--- src/rtl/reg_sel_if.sv ---
`default_nettype none
// ============================================================================
// Module   : reg_sel_if
// Brief    : Request/strobe bundle shared by reg_sel_sequencer and its driver.
// Revision : 1.0 - initial release
// ============================================================================
interface reg_sel_if #(
    parameter int NUM_REGS = 8,
    parameter int IDX_W    = 4,
    parameter int CNT_W    = 4
) ();
    logic                enable;
    logic                req_valid;
    logic                req_ready;
    logic [IDX_W-1:0]    req_idx;
    logic [CNT_W-1:0]    req_cnt;
    logic [NUM_REGS-1:0] r_sig;
    logic                busy;
    logic                done;

    modport master (
        output enable,
        output req_valid,
        output req_idx,
        output req_cnt,
        input  req_ready,
        input  r_sig,
        input  busy,
        input  done
    );

    modport slave (
        input  enable,
        input  req_valid,
        input  req_idx,
        input  req_cnt,
        output req_ready,
        output r_sig,
        output busy,
        output done
    );
endinterface
`default_nettype wire

--- src/rtl/reg_sel_sequencer.sv ---
`default_nettype none
// ============================================================================
// Module   : reg_sel_sequencer
// Brief    : Issues a burst of registered one-hot register-select strobes
//            starting at a requested index, wrapping at NUM_REGS.
//            Optional macro REG_SEL_ERR_EN adds a sticky out-of-range flag.
// Revision : 1.0 - initial release
// ============================================================================
module reg_sel_sequencer #(
    parameter int NUM_REGS = 8,
    parameter int IDX_W    = 4,
    parameter int CNT_W    = 4
) (
    input  wire logic  clk,
    input  wire logic  rst,
    reg_sel_if.slave   bus
`ifdef REG_SEL_ERR_EN
    ,
    output logic       err
`endif
);

    localparam logic [0:0]       ST_IDLE    = 1'b0;
    localparam logic [0:0]       ST_BURST   = 1'b1;
    localparam logic [31:0]      c_NUM_REGS = 32'(NUM_REGS);
    localparam logic [IDX_W-1:0] c_LAST_IDX = IDX_W'(NUM_REGS - 1);

    logic [0:0]          r_state;
    logic [IDX_W-1:0]    r_cur_idx;
    logic [CNT_W-1:0]    r_remaining;
    logic [NUM_REGS-1:0] r_strobe;
    logic                r_done;

    logic [0:0]          w_state_nxt;
    logic [IDX_W-1:0]    w_cur_idx_nxt;
    logic [CNT_W-1:0]    w_remaining_nxt;
    logic [NUM_REGS-1:0] w_strobe_nxt;
    logic                w_done_nxt;
    logic [NUM_REGS-1:0] w_onehot;
    logic [31:0]         w_idx_ext;
    logic                w_idx_ok;

`ifdef REG_SEL_ERR_EN
    logic                r_err;
    logic                w_err_nxt;
`endif

    // Compare at 32 bits so NUM_REGS == 2^IDX_W does not truncate to zero.
    assign w_idx_ext = 32'(bus.req_idx);
    assign w_idx_ok  = (w_idx_ext < c_NUM_REGS);

    for (genvar g = 0; g < NUM_REGS; g++) begin : g_onehot
        assign w_onehot[g] = (r_cur_idx == IDX_W'(g));
    end

    always_comb begin
        w_state_nxt     = r_state;
        w_cur_idx_nxt   = r_cur_idx;
        w_remaining_nxt = r_remaining;
        w_strobe_nxt    = '0;
        w_done_nxt      = 1'b0;
`ifdef REG_SEL_ERR_EN
        w_err_nxt       = r_err;
`endif
        case (r_state)
            ST_IDLE: begin
                if (bus.req_valid) begin
                    if (w_idx_ok) begin
                        w_cur_idx_nxt   = bus.req_idx;
                        w_remaining_nxt = bus.req_cnt;
                        w_state_nxt     = ST_BURST;
                    end else begin
`ifdef REG_SEL_ERR_EN
                        w_err_nxt = 1'b1;
`endif
                    end
                end
            end
            ST_BURST: begin
                // enable low freezes the burst and blanks the strobe
                if (bus.enable) begin
                    w_strobe_nxt  = w_onehot;
                    w_cur_idx_nxt = (r_cur_idx == c_LAST_IDX) ? '0 : r_cur_idx + 1'b1;
                    if (r_remaining == '0) begin
                        w_done_nxt  = 1'b1;
                        w_state_nxt = ST_IDLE;
                    end else begin
                        w_remaining_nxt = r_remaining - 1'b1;
                    end
                end
            end
            default: begin
                w_state_nxt = ST_IDLE;
            end
        endcase
    end

    always_ff @(posedge clk) begin
        if (rst) begin
            r_state     <= ST_IDLE;
            r_cur_idx   <= '0;
            r_remaining <= '0;
            r_strobe    <= '0;
            r_done      <= 1'b0;
`ifdef REG_SEL_ERR_EN
            r_err       <= 1'b0;
`endif
        end else begin
            r_state     <= w_state_nxt;
            r_cur_idx   <= w_cur_idx_nxt;
            r_remaining <= w_remaining_nxt;
            r_strobe    <= w_strobe_nxt;
            r_done      <= w_done_nxt;
`ifdef REG_SEL_ERR_EN
            r_err       <= w_err_nxt;
`endif
        end
    end

    assign bus.req_ready = (r_state == ST_IDLE);
    assign bus.busy      = (r_state == ST_BURST);
    assign bus.r_sig     = r_strobe;
    assign bus.done      = r_done;
`ifdef REG_SEL_ERR_EN
    assign err           = r_err;
`endif

endmodule
`default_nettype wire

--- src/flat_wrapper.sv ---
// flat-port wrapper written by rule: the top's interface ports become plain ports
module reg_sel_sequencer_flat 
#(
    parameter int NUM_REGS = 8,
    parameter int IDX_W    = 4,
    parameter int CNT_W    = 4
)
  (clk, rst, bus_enable, bus_req_valid, bus_req_idx, bus_req_cnt, bus_req_ready, bus_r_sig, bus_busy, bus_done);
  reg_sel_if #(.NUM_REGS(NUM_REGS), .IDX_W(IDX_W), .CNT_W(CNT_W)) bus_i ();
  input  wire logic clk;
  input  wire logic rst;
  input wire logic [$bits(bus_i.enable)-1:0] bus_enable;
  input wire logic [$bits(bus_i.req_valid)-1:0] bus_req_valid;
  input wire logic [$bits(bus_i.req_idx)-1:0] bus_req_idx;
  input wire logic [$bits(bus_i.req_cnt)-1:0] bus_req_cnt;
  output wire logic [$bits(bus_i.req_ready)-1:0] bus_req_ready;
  output wire logic [$bits(bus_i.r_sig)-1:0] bus_r_sig;
  output wire logic [$bits(bus_i.busy)-1:0] bus_busy;
  output wire logic [$bits(bus_i.done)-1:0] bus_done;
  assign bus_i.enable = bus_enable;
  assign bus_i.req_valid = bus_req_valid;
  assign bus_i.req_idx = bus_req_idx;
  assign bus_i.req_cnt = bus_req_cnt;
  assign bus_req_ready = bus_i.req_ready;
  assign bus_r_sig = bus_i.r_sig;
  assign bus_busy = bus_i.busy;
  assign bus_done = bus_i.done;
  reg_sel_sequencer #(.NUM_REGS(NUM_REGS), .IDX_W(IDX_W), .CNT_W(CNT_W)) u_core (.clk(clk), .rst(rst), .bus(bus_i));
endmodule
--- config.mk ---
export PLATFORM = sky130hd
export DESIGN_NAME = reg_sel_sequencer_flat
export DESIGN_NICKNAME = d
export VERILOG_FILES = /design/src/rtl/reg_sel_if.sv /design/src/rtl/reg_sel_sequencer.sv /design/src/flat_wrapper.sv
export SDC_FILE = /design/constraint.sdc
export NUM_CORES = 1
export LEC_CHECK = 0
export ABC_AREA = 1
export CORE_MARGIN = 4
export CORE_UTILIZATION = 46
export CTS_CLUSTER_DIAMETER = 40
export DETAILED_ROUTE_END_ITERATION = 10
export HOLD_SLACK_MARGIN = 0.1
export PLACE_DENSITY_LB_ADDON = 0.08
export SYNTH_ARGS = -nofsm -noshare
export SYNTH_HDL_FRONTEND = slang
export SYNTH_SLANG_ARGS = --single-unit
--- constraint.sdc ---
create_clock -name clk -period 1.4 [get_ports clk]
set_input_delay 0.28 -clock clk [delete_from_list [all_inputs] [get_ports clk]]
set_output_delay 0.28 -clock clk [all_outputs]
set_load 0.005 [all_outputs]
* Word level (Yosys, flattened, before mapping)
Cells that the tools add are included.
** Operators by class
- Add/sub/neg operators :: 2
- Multipliers :: 0
- Divide/modulo/power cells :: 0
- Magnitude comparators :: 1
- Eq/ne operators :: 11
- Shifts and indexed selects :: 0
- Muxes and demuxes :: 16
- Bitwise operators :: 2
- Reduce and logical (&&, ||, !) cells :: 5
** Operators by type and width (number)
- 4-bit 2-to-1 mux :: 8
- 4-bit by 3-bit equality test with 1-bit output (second input constant) :: 4
- 4-bit one-hot mux with 2 select lines :: 2
- 4-bit by 2-bit equality test with 1-bit output (second input constant) :: 2
- 4-bit logical NOT :: 2
- 2-bit inequality test (second input constant) :: 3
- 1-bit 2-to-1 mux :: 5
- 4-bit by 1-bit adder with 4-bit output (second input constant) :: 1
- 4-bit by 1-bit equality test with 1-bit output (second input constant) :: 1
- 4-bit < comparator (second input constant) :: 1
- 4-bit AND reduction :: 1
- 4-bit by 1-bit subtractor with 4-bit output (second input constant) :: 1
- 3-bit AND reduction :: 1
- 3-bit OR reduction :: 1
- 2-bit by 1-bit inequality test with 1-bit output (second input constant) :: 1
- 1-bit inverter :: 2
- 1-bit one-hot mux with 2 select lines :: 1
** Storage, ports and cells
- Register bits after elaboration :: 18
- Bits in latches :: 0
- Bits in writable memories :: 0
- Bits in read-only memories :: 0
- Input bits :: 12
- Output and inout port bits :: 11
- Logic and storage cells :: 42
- Memories kept :: 0

* Depth between registers and ports, before layout
Gate-level depths: netlist of run 1.
- Depth after elaboration :: 4
- Depth in mapped cells :: 9
- Gate-level depth less buffers :: 9

* Worst setup path before layout of run 1
Ideal clock, no wire load.
- Path type :: register to register
- From :: register u_core.r_remaining[0]
- To :: register u_core.r_remaining[1]
- Setup time :: 0.119 ns
- Arrival :: 0.975 ns
- Data required time :: 1.281 ns
- Path slack :: 0.306 ns
- Stages on the path, launching flop included :: 7
- Path buffers :: 0
- Period minus slack after synthesis :: 1.094 ns
- Cell sequence :: dfxtp_1 > inv_1 > ha_1 > nand3_1 > nand2_4 > o21ai_0 > a21oi_1
** On the way
- Word-level cells in the longest chain between the ends :: 4
- Elaborated cells between the ends (all ways) :: 7
- Classes of those cells :: 1 x add/sub; 1 x eq/ne; 3 x mux; 2 x reduce/logical
** RTL lines
- start, declared :: RTL line reg_sel_sequencer.sv:30 : logic [CNT_W-1:0] r_remaining;
- start signal, assigned :: RTL line reg_sel_sequencer.sv:111 : r_remaining <= w_remaining_nxt;
- 4-bit by 1-bit subtractor with 4-bit output :: RTL line reg_sel_sequencer.sv:88 : w_remaining_nxt = r_remaining - 1'b1;
- 4-bit 2-to-1 mux :: RTL line reg_sel_sequencer.sv:84 : if (r_remaining == '0) begin
- 4-bit 2-to-1 mux :: RTL line reg_sel_sequencer.sv:81 : if (bus.enable) begin
- 4-bit one-hot mux with 2 select lines :: RTL line reg_sel_sequencer.sv:65 : case (r_state)
Several ways; a longest one is shown, not always the timed one. The select of a mux whose other input is x is not followed.
A chain may end at the register's enable or synchronous reset.

* Worst setup path in the final report of run 1
- From :: register u_core.r_state, in the netlist u_core.bus.busy
- To :: output bus_req_ready
** On the way
- Word-level cells in the longest chain between the ends :: 1
** RTL lines
- start, declared :: RTL line reg_sel_sequencer.sv:28 : logic [0:0] r_state;
- start signal, assigned :: RTL line reg_sel_sequencer.sv:109 : r_state <= w_state_nxt;
- 1-bit inverter (no source line)
- end, declared :: RTL line flat_wrapper.sv:16 : output wire logic [$bits(bus_i.req_ready)-1:0] bus_req_ready;
Every way passes these cells.

==> impl_summary.md, run 1 <==
Setup path
Counting cells, the worst reg-to-reg path comes to 8. The kind of cell adding the most delay to the critical path is flip-flops. Walking the worst path, the cells encountered are inv_8, dlygate4sd2_1.

The number of buffers and inverters on the critical path is 2. The critical path endpoint category is an output port. The largest single stage delay on the critical path is 400 ps. The highest-delay cell along the critical path is sky130_fd_sc_hd__dfxtp_4. Tracing the worst setup path back leads to its startpoint at u_core.bus.busy$_SDFF_PP0_.

Data arrives at the worst endpoint at 1000 ps. The register-to-register setup slack is 150 ps. The critical path ends at bus_req_ready. By startpoint and endpoint, the worst setup path is classified as register to output port. The reg-to-reg critical path startpoint is u_core.r_remaining[0]$_SDFFE_PP0P_. STA puts the critical path data required time at 1120 ps. The logic depth of the worst setup path including buffers is 2. The worst setup path is launched from a register. The biggest fanout along the worst timing path is 9.

The worst register-to-register path ends at u_core.r_remaining[0]$_SDFFE_PP0P_.

Timing
The final setup TNS is 0 ps. The worst clock skew is 1.31 ps. The actual slew at the worst max-slew pin is 239 ps. The number of max-slew violations in the final report came to 0.

The count of endpoints failing setup in the final report is 0. Derived from the worst setup path, the maximum achievable clock frequency is 780 MHz. The worst hold margin is 492 ps. The share of the clock period used by the worst path is 0.916.

The final number of hold-violating endpoints was 0. Setup repair after global routing left no endpoint under its margin. The clock period minus final worst setup slack is 1280 ps.

The worst slew margin relative to its limit is 0.839.

Die
Pin placement for this block handled 23 I/O pins. The placement row count is 15. The initial utilization of the core area, before any placement, comes to 0.493. The floorplan step set the die width to 51.5 µm. The area inside the core boundary is 1760 µm². The area of the die is 2650 µm². The die is 51.5 µm tall.

GRT
The initial antenna violation count is 0. The pin count of the biggest net entering global routing is 11. The number of global-route vias before repair is 701.

The first global-routing pass estimated 3.15 mm of wire. Global routing finished with a remaining overflow of 0. The overall routing resource usage is 0.159.

Logic synthesis
Yosys printed 0 warnings. The flip-flop and latch count after synthesis is 18. Synthesis produced a netlist with a net count of 128. The primary flip-flop cell chosen by synthesis mapping is sky130_fd_sc_hd__dfxtp_1. The post-synth design cell area is 870 µm². Synthesis produced 111 cells. A synthesized cell averages 7.83 µm². The number of enable flip-flop cells after synthesis is 0.

Of the synthesized area, sequential elements account for 0.414. The distinct cell type count of the synthesized netlist is 23. The fraction of synthesis flops using an asynchronous set or reset pin is 0.

Place
Once detailed placement completed, the half-perimeter wirelength came to 1.43 mm. The congestion estimate from routability-driven global placement came to 0.783. During placement, the flow inserted port buffers numbering 22. The total placed instance area is 1120 µm².

Cells and area
The area growth from synthesis to layout is 34.8%. The filler cell count in the final layout is 152. In the final layout, the share of cells above drive strength 1 is 0.130. The summed area of non-filler cells in the final layout is 1170 µm². The number of diodes is 0.

The final core utilization is 0.665. The net count reported at finish is 156.

CTS
Clock tree synthesis inserted a total of 3 buffers. CTS saw 18 sinks. The cell at the root of the clock tree is sky130_fd_sc_hd__clkbuf_4. The clock insertion delay at the later pin of the skew report is 290 ps.

The CTS clock-pin slew for the worst setup and hold paths is 110 ps. In this run, post-CTS hold repair placed 0 buffers. In this run the deepest clock path goes through 2 buffers. CTS built an H-tree with a depth of 1. The TritonCTS clock tree is built.

Route
Using the TritonRoute via totals, the vias-per-cell ratio works out to 4.86. The first-pass iteration count of the detailed router is 5. After detailed routing, the average wire length per cell comes to 11.6 µm. The DRC violation count after routing is 0. The number of nets with antenna violations after routing is 0. The count of routing violations after the opening detailed-route iteration is 19.

The routed via count is 792. For this block, the routed nets add up to 1.89 mm of wire.

Power and ir drop
The power density over the cells is 952 nW/µm². The leakage component of the power is 0.000626 µW. The total power draw is 1120 µW.

IR analysis of the VDD net gives a maximum drop of 0.000623 V.

Job
The number of max-capacitance violations reported is 0.

Hold path
In this run the worst hold path is classified as register to register.

Run status
The run finished with clean final reports.
==> cell type report <==
cell class,count,area (µm²),area share
Sequential cell,18,367,0.313
Tap cell,25,31.3,0.0267
Timing Repair Buffer,24,240,0.205
Inverter,20,82.6,0.0704
Multi-Input combinational cell,72,415,0.354
Clock buffer,4,36.3,0.0309
==> per-stage QoR <==
step                setup WS (ps)  std cells
finish                        117        163
global route                 17.1        163
CTS                          4.72        163
detailed placement          -28.8        159
global placement             13.9        159
floorplan                     306        111
==> worst min-delay path by stage <==
stage          depth (start not counted)  slack, ps                            endpoint                                from
6_report                               2        490  u_core.r_remaining[1]$_SDFFE_PP0P_  u_core.r_remaining[1]$_SDFFE_PP0P_
5_1_grt                                2        530  u_core.r_remaining[1]$_SDFFE_PP0P_  u_core.r_remaining[1]$_SDFFE_PP0P_
4_1_cts                                2        490  u_core.r_remaining[1]$_SDFFE_PP0P_  u_core.r_remaining[1]$_SDFFE_PP0P_
3_5_place_dp                           2        480    u_core.r_cur_idx[3]$_SDFFE_PP0P_    u_core.r_cur_idx[3]$_SDFFE_PP0P_
3_3_place_gp                           2        460  u_core.r_remaining[1]$_SDFFE_PP0P_  u_core.r_remaining[1]$_SDFFE_PP0P_
2_1_floorplan                          1        340  u_core.r_remaining[3]$_SDFFE_PP0P_                                 rst
==> power breakdown <==
part / total [µW] / internal (µW) / leakage [µW] / switching (µW)
sequential: 560 / 537 / 0.000148 / 23.6
clock: 328 / 159 / 0.0000210 / 170
combinational: 227 / 99.1 / 0.000457 / 128
==> timing repair <==
action / 4_1_cts / 5_1_grt
cloned: 0 / 0
setup endpoints to repair: 6 / 5
buffers inserted: 0 / 0
pin swaps: 0 / 0
resized for setup: 8 / 7
==> per-layer routing <==
metal | up-vias | part of all wire | wire length (µm) | track usage
met5 | - | 0 | 0 | 0
met4 | 0 | 0.014 | 27 | 0.0524
met3 | 6 | 0.066 | 125 | 0.0379
met1 | 349 | 0.47 | 895 | 0.216
li1 | 407 | - | - | -
met2 | 30 | 0.45 | 842 | 0.246
==> sequential cells by signal (all words and copies together) (netlist names) <==
register,flops
u_core.bus.r_sig,8
u_core.r_cur_idx,4
u_core.r_remaining,4
u_core.bus.busy,1
u_core.bus.done,1
==> logic make-up (layout without fill, tap and decap cells) <==
logic type | count (synthesis) | in the layout | synth area share
flip-flops | 18 | 18 | 0.414
multiplexers | 1 | 1 | 0.0115
buffers and inverters | 21 | 48 | 0.108
AND/OR/NAND/NOR | 48 | 48 | 0.276
AO/OA/AOI/OAI | 16 | 16 | 0.0978
adder cells (fa/ha/maj) | 5 | 5 | 0.0719
XOR/XNOR | 2 | 2 | 0.0201
==> cells in the mapped netlist (2+ instances only) <==
| master | instances | area, µm² |
|---|---|---|
| sky130_fd_sc_hd__nor3_1 | 6 | 30.0 |
| sky130_fd_sc_hd__nand3_1 | 5 | 25.0 |
| sky130_fd_sc_hd__nand2_1 | 22 | 82.6 |
| sky130_fd_sc_hd__nor2_1 | 6 | 22.5 |
| sky130_fd_sc_hd__nand2_4 | 2 | 22.5 |
| sky130_fd_sc_hd__dfxtp_1 | 18 | 360 |
| sky130_fd_sc_hd__ha_1 | 5 | 62.6 |
| sky130_fd_sc_hd__o21ai_0 | 7 | 35.0 |
| sky130_fd_sc_hd__a21oi_1 | 7 | 35.0 |
| sky130_fd_sc_hd__nand2_2 | 2 | 12.5 |
| sky130_fd_sc_hd__inv_1 | 18 | 67.6 |
| sky130_fd_sc_hd__xor2_1 | 2 | 17.5 |
==> cells in the final DEF, fill, tap and decap left out, types with 2 or more instances in the layout <==
cell type and instances:
sky130_fd_sc_hd__a21oi_1 7, sky130_fd_sc_hd__buf_4 2, sky130_fd_sc_hd__clkbuf_4 3, sky130_fd_sc_hd__clkdlybuf4s50_1 11
sky130_fd_sc_hd__dfxtp_1 15, sky130_fd_sc_hd__dfxtp_2 2, sky130_fd_sc_hd__dlygate4sd2_1 6, sky130_fd_sc_hd__dlymetal6s2s_1 5
sky130_fd_sc_hd__ha_1 5, sky130_fd_sc_hd__inv_1 18, sky130_fd_sc_hd__nand2_1 22, sky130_fd_sc_hd__nand2_2 2
sky130_fd_sc_hd__nand2_4 2, sky130_fd_sc_hd__nand3_1 5, sky130_fd_sc_hd__nor2_1 6, sky130_fd_sc_hd__nor3_1 6
sky130_fd_sc_hd__o21ai_0 7, sky130_fd_sc_hd__xor2_1 2
==> worst min-delay path: cells and delay by family, from the launching register on <==
kind | cells | cell delay, ps
flip-flops | 1 | 320
buffers and inverters | 1 | 70
AO/OA/AOI/OAI | 1 | 60
(Power assumes the default switching activity.)
==> inputs of run 2 (changes only) <==
Settings changed: PLACE_DENSITY set to 0.79, PLACE_DENSITY_LB_ADDON 0.08 to unset.
==> impl_summary.md, run 2 (same netlist as run 1, synthesis figures left out) <==
Route
The total wire length was 1.71 mm (-9.7%). The via count normalized by instance count was 4.90 (+0.90%). The routed wire length per instance is 10.4 µm (-10%). The DRC violation count after routing is 0 (unchanged). The routed via count is 804 (+1.5%). The number of nets with antenna violations after routing was 0 (unchanged). The first-pass iteration count of the detailed router is 4 (-1).

The count of routing violations after the opening detailed-route iteration is 14 (-5).

Die
The area inside the core boundary is 1760 µm² (unchanged). The placement row count is 15 (unchanged). The initial cell density of the core is 0.493 (unchanged).

The area of the die is 2650 µm² (unchanged). The top-level I/O count came to 23 (unchanged). The die extent in x is 51.5 µm (unchanged). The vertical die dimension is 51.5 µm (unchanged).

GRT
The initial antenna violation count is 0 (unchanged). The overall routing resource usage is 0.134 (-0.0255). The wire length of the first global-routing pass is 2.64 mm (-16%). The pin count of the biggest net entering global routing is 11 (unchanged).

The remaining global-route overflow is 0 (unchanged). The number of global-route vias before repair came to 682 (-2.7%).

Hold path
The path type of the worst min-delay path is register to register. The sink of the worst hold path is u_core.r_remaining[1]$_SDFFE_PP0P_. The cell depth of the worst min-delay path is 2 (unchanged).

The start point of the worst hold path is u_core.r_remaining[1]$_SDFFE_PP0P_.

Power and ir drop
The maximum vdd ir drop is 0.00101 V (+62%). The leakage component of the power came to 0.000658 µW (+5.1%). The power density over the cells is 922 nW/µm² (-3.1%).

Setup path
Traced cell by cell, the critical path runs through inv_8, dlygate4sd2_1. The worst register-to-register path begins at u_core.r_remaining[0]$_SDFFE_PP0P_. The highest cell delay on the worst timing path came to 400 ps (about the same).

STA classifies the critical path endpoint as an output port. The arrival time of data at the critical path endpoint is 960 ps (-40 ps). The count of cells along the worst register-to-register path was 8 (unchanged). The data required time of the worst path came to 1120 ps (about the same). In this run the critical register-to-register path is captured at u_core.r_remaining[0]$_SDFFE_PP0P_. The biggest fanout along the worst timing path is 3 (-6). The slowest stage of the critical path is the sky130_fd_sc_hd__dfxtp_4 cell.

The worst setup path is of the register to output port kind. The worst setup path is launched from a register. The register-to-register setup slack is 180 ps (+30 ps).

Timing
The worst clock skew is 5.16 ps (+3.86 ps). The final setup TNS is 0 ps (unchanged). The final worst-path setup slack is 159 ps (+41.6 ps). The share of the clock period used by the worst path is 0.887 (-0.0297). The number of max-slew violations in the final report is 0 (unchanged).

The final number of hold-violating endpoints is 0 (unchanged). The worst slew margin relative to its limit is 0.855 (+0.0155). The count of endpoints failing setup in the final report was 0 (unchanged). The worst hold margin was 501 ps (+9.24 ps).

The actual slew at the worst max-slew pin is 218 ps (-21.0 ps). The maximum frequency from static timing analysis is 806 MHz (+3.3%). The clock period minus final worst setup slack is 1240 ps (-41.6 ps). Setup repair after global routing left no endpoint under its margin.

CTS
The clock insertion delay at the later pin of the skew report was 290 ps (about the same). The buffers inserted during post-CTS setup optimization is 0 (unchanged). The number of hold-repair buffers added at the cts stage is 0 (unchanged). The largest buffer count on any clock path was 2 (unchanged). The maximum level of the CTS H-tree is 1 (unchanged). The TritonCTS clock tree is built. The number of buffers inserted during clock tree synthesis is 3 (unchanged). The cell at the root of the clock tree is sky130_fd_sc_hd__clkbuf_4. The CTS sink count is 18 (unchanged). The CTS clock-pin slew for the worst setup and hold paths is 100 ps (about the same).

Cells and area
The library cell used most frequently in the layout, excluding fill and tap cells, is sky130_fd_sc_hd__nand2_1. The fraction of layout instances using a drive strength above 1 is 0.129 (-0.000938). The summed area of non-filler cells in the final layout came to 1190 µm² (+1.2%). The growth of design area from synthesis to finish is 36.4%. The number of flip-flops in the largest register was 8 (unchanged). The net count reported at finish came to 157 (+0.64%). The library cells used most frequently in the layout, excluding fill and tap cells, are sky130_fd_sc_hd__nand2_1 (22), sky130_fd_sc_hd__inv_1 (18), sky130_fd_sc_hd__dfxtp_1 (16), sky130_fd_sc_hd__clkdlybuf4s50_1 (11).

The number of diodes came to 0 (unchanged). The final core utilization is 0.672 (+0.00780).

Job
The number of max-capacitance violations reported is 0 (unchanged).

Run status
The run finished with clean final reports.

Place
The half-perimeter wire length of the detailed placement result is 1.41 mm (-1.1%). The routability-driven placement congestion ratio is 0.816 (+4.1%). The count of input and output buffers is 22 (unchanged). The worst-case setup slack after placement came to -33.3 ps (-4.43 ps).

The total placed instance area is 1130 µm² (+0.67%).
run 2: stage by stage:
step / total power, µW / instances
after floorplan: 715 / 111
after global placement: 791 / 160
after detailed placement: 800 / 160
after CTS: 1110 / 164
after global routing: 1160 / 164
final: 1090 / 164
run 2: final cells by class:
class,instances,area (µm²)
fill,169,578
multi-input combinational,72,415
sequential,18,365
timing repair buffer,25,255
inverter,20,82.6
clock buffer,4,36.3
tap,25,31.3
run 2: worst max path at each step:
| stage | start | end | slack (ps) | cells past startpoint |
|---|---|---|---|---|
| 3_3_place_gp | bus_req_valid | u_core.r_remaining[1]$_SDFFE_PP0P_ | 10 | 6 |
| 2_1_floorplan | u_core.r_remaining[0]$_SDFFE_PP0P_ | u_core.r_remaining[1]$_SDFFE_PP0P_ | 310 | 6 |
| 6_report | u_core.bus.busy$_SDFF_PP0_ | bus_req_ready | 160 | 2 |
| 5_1_grt | u_core.r_remaining[0]$_SDFFE_PP0P_ | u_core.r_remaining[1]$_SDFFE_PP0P_ | 70 | 6 |
| 4_1_cts | u_core.bus.done$_SDFF_PP0_ | bus_done | 3 | 1 |
| 3_5_place_dp | bus_req_idx[3] | u_core.r_cur_idx[0]$_SDFFE_PP0P_ | -30 | 9 |
run 2: critical path, delay by kind of cell (launching register included):
family,cells,cell delay [ps]
buffers and inverters,2,280
DFF,1,400
run 2: what timing repair did:
item	4_1_cts	5_1_grt
setup endpoints to repair	4	7
resized for setup	6	8
pin swaps	0	0
run 2: layer usage:
metal | part of all wire | up-vias | global-route usage | wire length, µm
met2 | 0.53 | 29 | 0.250 | 903
met4 | 0.0076 | 0 | 0.0393 | 13
met3 | 0.073 | 2 | 0.0525 | 125
met5 | 0 | - | 0 | 0
met1 | 0.39 | 362 | 0.134 | 665
li1 | - | 411 | - | -
run 2: where the power goes:
group / leakage [µW] / total, µW / switching [µW] / internal (µW)
combinational: 0.000489 / 222 / 122 / 101
clock: 0.0000210 / 311 / 153 / 158
sequential: 0.000148 / 560 / 23.4 / 537
==> variant 1: new RTL, flow settings as in run 1 <==
Make the reset (`rst`) asynchronous in one clocked block.
--- a/src/rtl/reg_sel_sequencer.sv
+++ b/src/rtl/reg_sel_sequencer.sv
@@ -96,5 +96,5 @@
     end
 
-    always_ff @(posedge clk) begin
+    always_ff @(posedge clk or posedge rst) begin
         if (rst) begin
             r_state     <= ST_IDLE;
Formal check against the unedited RTL: differs if rst is asserted again (counterexample within 4 cycles, from zero or initial values and one cycle with rst high); with rst held inactive, the same outputs for 10 cycles.
==> variant 1 against run 1 <==
Sequential cell count is the same. First-iteration DRC count fell by 58%. Wire length is 0.48% lower. Final area is 12% higher. Sequential share of layout area up 3.3 points. Synthesized cell count rose by 5.4%. Worst setup slack got worse by 0.0057 ns. Largest cell class unchanged. Global-route usage decreased by 0.059 points. Utilization decreased by 1.8 points. Highest routed layer unchanged. Area after synthesis grew 16%.
Power is not compared: it rests on default switching activity, and its combinational part moved more than twofold at a synthesized area within 25%.
==> variant 1: results (changes against run 1) <==
- Metal2 WL: 897 um (was 842 um)
- Post-Route WL: 1880 um (was 1890 um)
- Critical Path Sink: u_core.r_remaining[2] (was bus_req_ready)
- Critical path startpoint category: flip-flop (unchanged)
- R2r setup slk: 0.11 ns (was 0.15 ns)
- Rel. slew slack: 0.839 (about the same)
- Syn_nets: 135 (was 128)
- Vias per std cell: 4.72 (was 4.86)
- Htree depth: 1 (unchanged)
- Critical-path top delay cell: dfrtp_2 (was dfxtp_4)
- Seq pwr: just over 800 uW
- Synth top cells by count: nand2_1, dfrtp_1, inv_1 (was nand2_1, dfxtp_1, inv_1)
- Syn Area/Cell: 8.61 um2 (was 7.83 um2)
- Worst Setup SP: u_core.bus.busy (unchanged)
- Count of cell types in the netlist: 24 (was 23)
- Layout Cells excl Fill: 174 (was 163)
- R2R cell count: 7 (was 8)
- Fin Hold WS: 0.290 ns (was 0.492 ns)
- Synth area leaders: dfrtp_1, nand2_1, ha_1 (was dfxtp_1, nand2_1, inv_1)
- Worst hold path class: in -> async (was reg -> reg)
- Sequential area share after synthesis: 0.447 (was 0.414)
- First-pass GRT wire length: 3240 um (was 3150 um)
- Final Wtd Congestion: 0.859 (was 0.783)
- Layout cells sized above 1: 0.170 (was 0.130)
- Worst path top cell family by delay: simple AND/OR/NAND/NOR gates (was flip-flops)
- Top FF cell, synth: dfrtp_1 (was dfxtp_1)
- Dpl hpwl: 1480 um (was 1430 um)
- Largest net degree at the start of global routing: 19 (was 11)
- Dpl cells: 169 (was 159)
- CP max stage delay: 0.42 ns (was 0.40 ns)
- CP max FO: 8 (was 9)
- Worst EP arrival: 1.53 ns (was 1.00 ns)
- Cell Area, Placed: 1280 um2 (was 1120 um2)
- Status: complete, no violations (unchanged)
- Vias in the first global route: 756 (was 701)
- FFs w/ async S/R, synth: 1.00 (was 0)
- Tot GR Track Use: 0.159 (about the same)
- Starting DRT DRC Count: 8 (was 19)
- Total CTS buffers: 3 (unchanged)
- Worst vdd ir: about 1100 uV
- Largest register FFs: 8 (unchanged)
- Clock Skew: 0.00400 ns (was 0.00131 ns)
- Wl on met1: 797 um (was 895 um)
- Ant diodes: 0 (unchanged)
- Routed length on met3: 136 um (was 125 um)
- Pre-Repair DR Iteration Count: 4 (was 5)
## variant 1: through the flow
step	power (uW)	setup TNS, ns	setup slack (ns)
finish	2370	0	0.112
floorplan	1750	0	0.243
detailed placement	2090	-0.0175	-0.00562
global route	2610	0	0.00677
global placement	2060	-0.00611	-0.00383
CTS	2400	0	0.0193
## variant 1: what timing repair did
action,CTS,global route
hold buffers,0,0
pin swaps,0,0
endpoints found under the hold margin,0,0
gates cloned,0,0
gates resized for setup,15,1
endpoints found under the setup margin,11,1
setup buffers,1,0
## variant 1: logic make-up (layout without fill, tap and decap cells)
group           count (synthesis)  count (layout)  share of synthesized area
compound gates                 12              12                     0.0720
fa+ha+maj                       6               6                     0.0745
buf+inv                        22              52                      0.102
flops                          18              18                      0.447
simple gates                   59              59                      0.304
## variant 1: worst min path at each step
stage | endpoint | cells past startpoint
after floorplan | u_core.bus.busy | 1
after CTS | u_core.bus.done | 3
after global placement | u_core.r_remaining[3] | 2
after global routing | u_core.bus.done | 3
after detailed placement | u_core.r_remaining[3] | 2
final | u_core.bus.done | 3
## variant 1: metal layers
metal | global-route usage | vias up
met5 | 0 | -
met1 | 0.188 | 365
li1 | - | 428
met3 | 0.0354 | 5
met2 | 0.256 | 24
met4 | 0.0996 | 0
## variant 1: layout make-up
type	count	area (um2)
Fill cell	180	714
Clock buffer	4	36.3
Multi-Input combinational cell	77	454
Sequential cell	18	452
Tap cell	27	33.8
Inverter	20	80.1
Timing Repair Buffer	28	251
## variant 1: worst register-to-register path, cell delays in order (launching register included)
cell     delay [ns]
dfrtp_2        0.42
buf_6          0.13
buf_4          0.16
nand2_1        0.11
nand3_4        0.13
nor2_8         0.14
nand2_1        0.08
o21ai_2        0.05
==> variant 2: new RTL, flow settings as in run 1 <==
Made on the original files. `CNT_W` is set to 4 in 3 places; all go to 5.
--- a/src/rtl/reg_sel_if.sv
+++ b/src/rtl/reg_sel_if.sv
@@ -8,5 +8,5 @@
     parameter int NUM_REGS = 8,
     parameter int IDX_W    = 4,
-    parameter int CNT_W    = 4
+    parameter int CNT_W    = 5
 ) ();
     logic                enable;
--- a/src/rtl/reg_sel_sequencer.sv
+++ b/src/rtl/reg_sel_sequencer.sv
@@ -10,5 +10,5 @@
     parameter int NUM_REGS = 8,
     parameter int IDX_W    = 4,
-    parameter int CNT_W    = 4
+    parameter int CNT_W    = 5
 ) (
     input  wire logic  clk,
--- a/src/flat_wrapper.sv
+++ b/src/flat_wrapper.sv
@@ -4,5 +4,5 @@
     parameter int NUM_REGS = 8,
     parameter int IDX_W    = 4,
-    parameter int CNT_W    = 4
+    parameter int CNT_W    = 5
 )
   (clk, rst, bus_enable, bus_req_valid, bus_req_idx, bus_req_cnt, bus_req_ready, bus_r_sig, bus_busy, bus_done);
Interface: changed (resized bus_req_cnt); port bits go from 23 to 24. The function was not compared with the original's and may differ.
==> variant 2 against run 1 <==
Final area is 5.7% higher. Critical path depth is 6 higher. Sequential cell count is 1 higher. Combinational power is 11% higher. Largest cell class unchanged. Power is 0.68% lower. Area after synthesis is 2.9% higher. Wire length is 1.9% lower. Worst setup slack better by 0.0015 ns. Critical path type is now reg -> reg.
==> variant 2: results (changes against run 1) <==
- Vias per std cell: 4.94 (was 4.86)
- Pre-Repair DR Iteration Count: 4 (was 5)
- Area occupied by multi-input gates: 435 um2 (was 415 um2)
- Hold Startpoint: u_core.r_cur_idx[3] (was u_core.r_remaining[1])
- Worst vdd ir: 591 uV (was 623 uV)
- Yosys reg bits: 19 (was 18)
- Reg-to-Reg End: u_core.r_remaining[1] (was u_core.r_remaining[0])
- Fmax: 781 MHz (was 780 MHz)
- Syn_nets: 133 (was 128)
- Crit path kind: reg -> reg (was reg -> out)
- Layout cells sized above 1: 0.164 (was 0.130)
- Vias in the first global route: 755 (was 701)
- Post-CTS resize count: 4 (was 8)
- Synth top cells by count: dfxtp_1, inv_1, nand2_1 (was nand2_1, dfxtp_1, inv_1)
- Site row count: 15 (unchanged)
- Post-Route WL: 1860 um (was 1890 um)
- Leak: 0.000679 uW (was 0.000626 uW)
- Layout Cells excl Fill: 171 (was 163)
- Wl on met1: 872 um (was 895 um)
- Fin Hold WS: 0.477 ns (was 0.492 ns)
- Starting DRT DRC Count: 10 (was 19)
- Total CTS buffers: 3 (unchanged)
- Worst path top cell family by delay: simple AND/OR/NAND/NOR gates (was flip-flops)
- Final Wtd Congestion: 0.770 (was 0.783)
- R2r setup slk: 0.12 ns (was 0.15 ns)
- Sequential area share after synthesis: 0.425 (was 0.414)
- CTS Buffer Depth: 2 (unchanged)
- Routed length on met3: 132 um (was 125 um)
- Multi-input gates: 75 (was 72)
- Worst EP arrival: 1.52 ns (was 1.00 ns)
- Routing usage on met2: 0.220 (was 0.246)
- Clock-cell share of area: 0.0222 (was 0.0309)
- Reg-to-Reg Start: u_core.r_remaining[1] (was u_core.r_remaining[0])
- Syn Area/Cell: 7.78 um2 (was 7.83 um2)
- Growth of design area from synthesis to finish: 38.5% (was 34.8%)
- Cell Area, Placed: 1180 um2 (was 1120 um2)
- Dpl hpwl: 1400 um (was 1430 um)
- Non-clock buffers: 28 (was 24)
- Tot GR Track Use: 0.151 (was 0.159)
- Clock Skew: 0.00740 ns (was 0.00131 ns)
- Hold EP: u_core.r_cur_idx[3] (was u_core.r_remaining[1])
- Metal2 WL: 819 um (was 842 um)
- Met3 global-route usage: 0.0344 (was 0.0379)
- CP max FO: 7 (was 9)
- Met1 Use GR: 0.200 (was 0.216)
- First-pass GRT wire length: 3070 um (was 3150 um)
- Setup WS pre-CTS: -0.0254 ns (was -0.0288 ns)
- Count of cell types in the netlist: 22 (was 23)
- Worst-margin pin slew: 0.249 ns (was 0.239 ns)
- Port-buffer cells: 23 (was 22)
- Non-clk buf share: 0.229 (was 0.205)
- Status: complete, no violations (unchanged)
- Critical-path top delay cell: dfxtp_1 (was dfxtp_4)
- CP max stage delay: 0.31 ns (was 0.40 ns)
- Fillers: 160 (was 152)
- Synth area leaders: dfxtp_1, inv_1, ha_1 (was dfxtp_1, nand2_1, inv_1)
- Reg area: 385 um2 (was 367 um2)
- Largest net degree at the start of global routing: 12 (was 11)
- FFs w/ async S/R, synth: 0 (unchanged)
-- variant 2: cell count changes after synthesis, sizes merged --
cell | run 1 | this run
nand2 | 26 | 19
xor2 | 2 | 1
nor2 | 7 | 8
nor3b | 1 | 0
a21oi | 8 | 11
nand3 | 6 | 5
dfxtp | 18 | 19
o21ai | 7 | 11
mux2i | 1 | 0
nor3 | 6 | 10
o31ai | 0 | 1
nand4 | 1 | 2
-- variant 2: cell families (layout without fill, tap and decap cells) --
| logic type | after synthesis | in the layout | share of synthesized area |
|---|---|---|---|
| and+or+nand+nor | 45 | 45 | 0.256 |
| AOI/OAI and AO/OA | 24 | 24 | 0.143 |
| buffers and inverters | 21 | 52 | 0.0965 |
| DFF | 19 | 19 | 0.425 |
| adders and majority gates | 5 | 5 | 0.0699 |
| xor gates and xnor gates | 1 | 1 | 0.00979 |
-- variant 2: where the power goes --
| group | switching (uW) | total [uW] | internal [uW] |
|---|---|---|---|
| logic | 141 | 251 | 110 |
| clock network | 165 | 272 | 106 |
| registers | 18.5 | 586 | 567 |
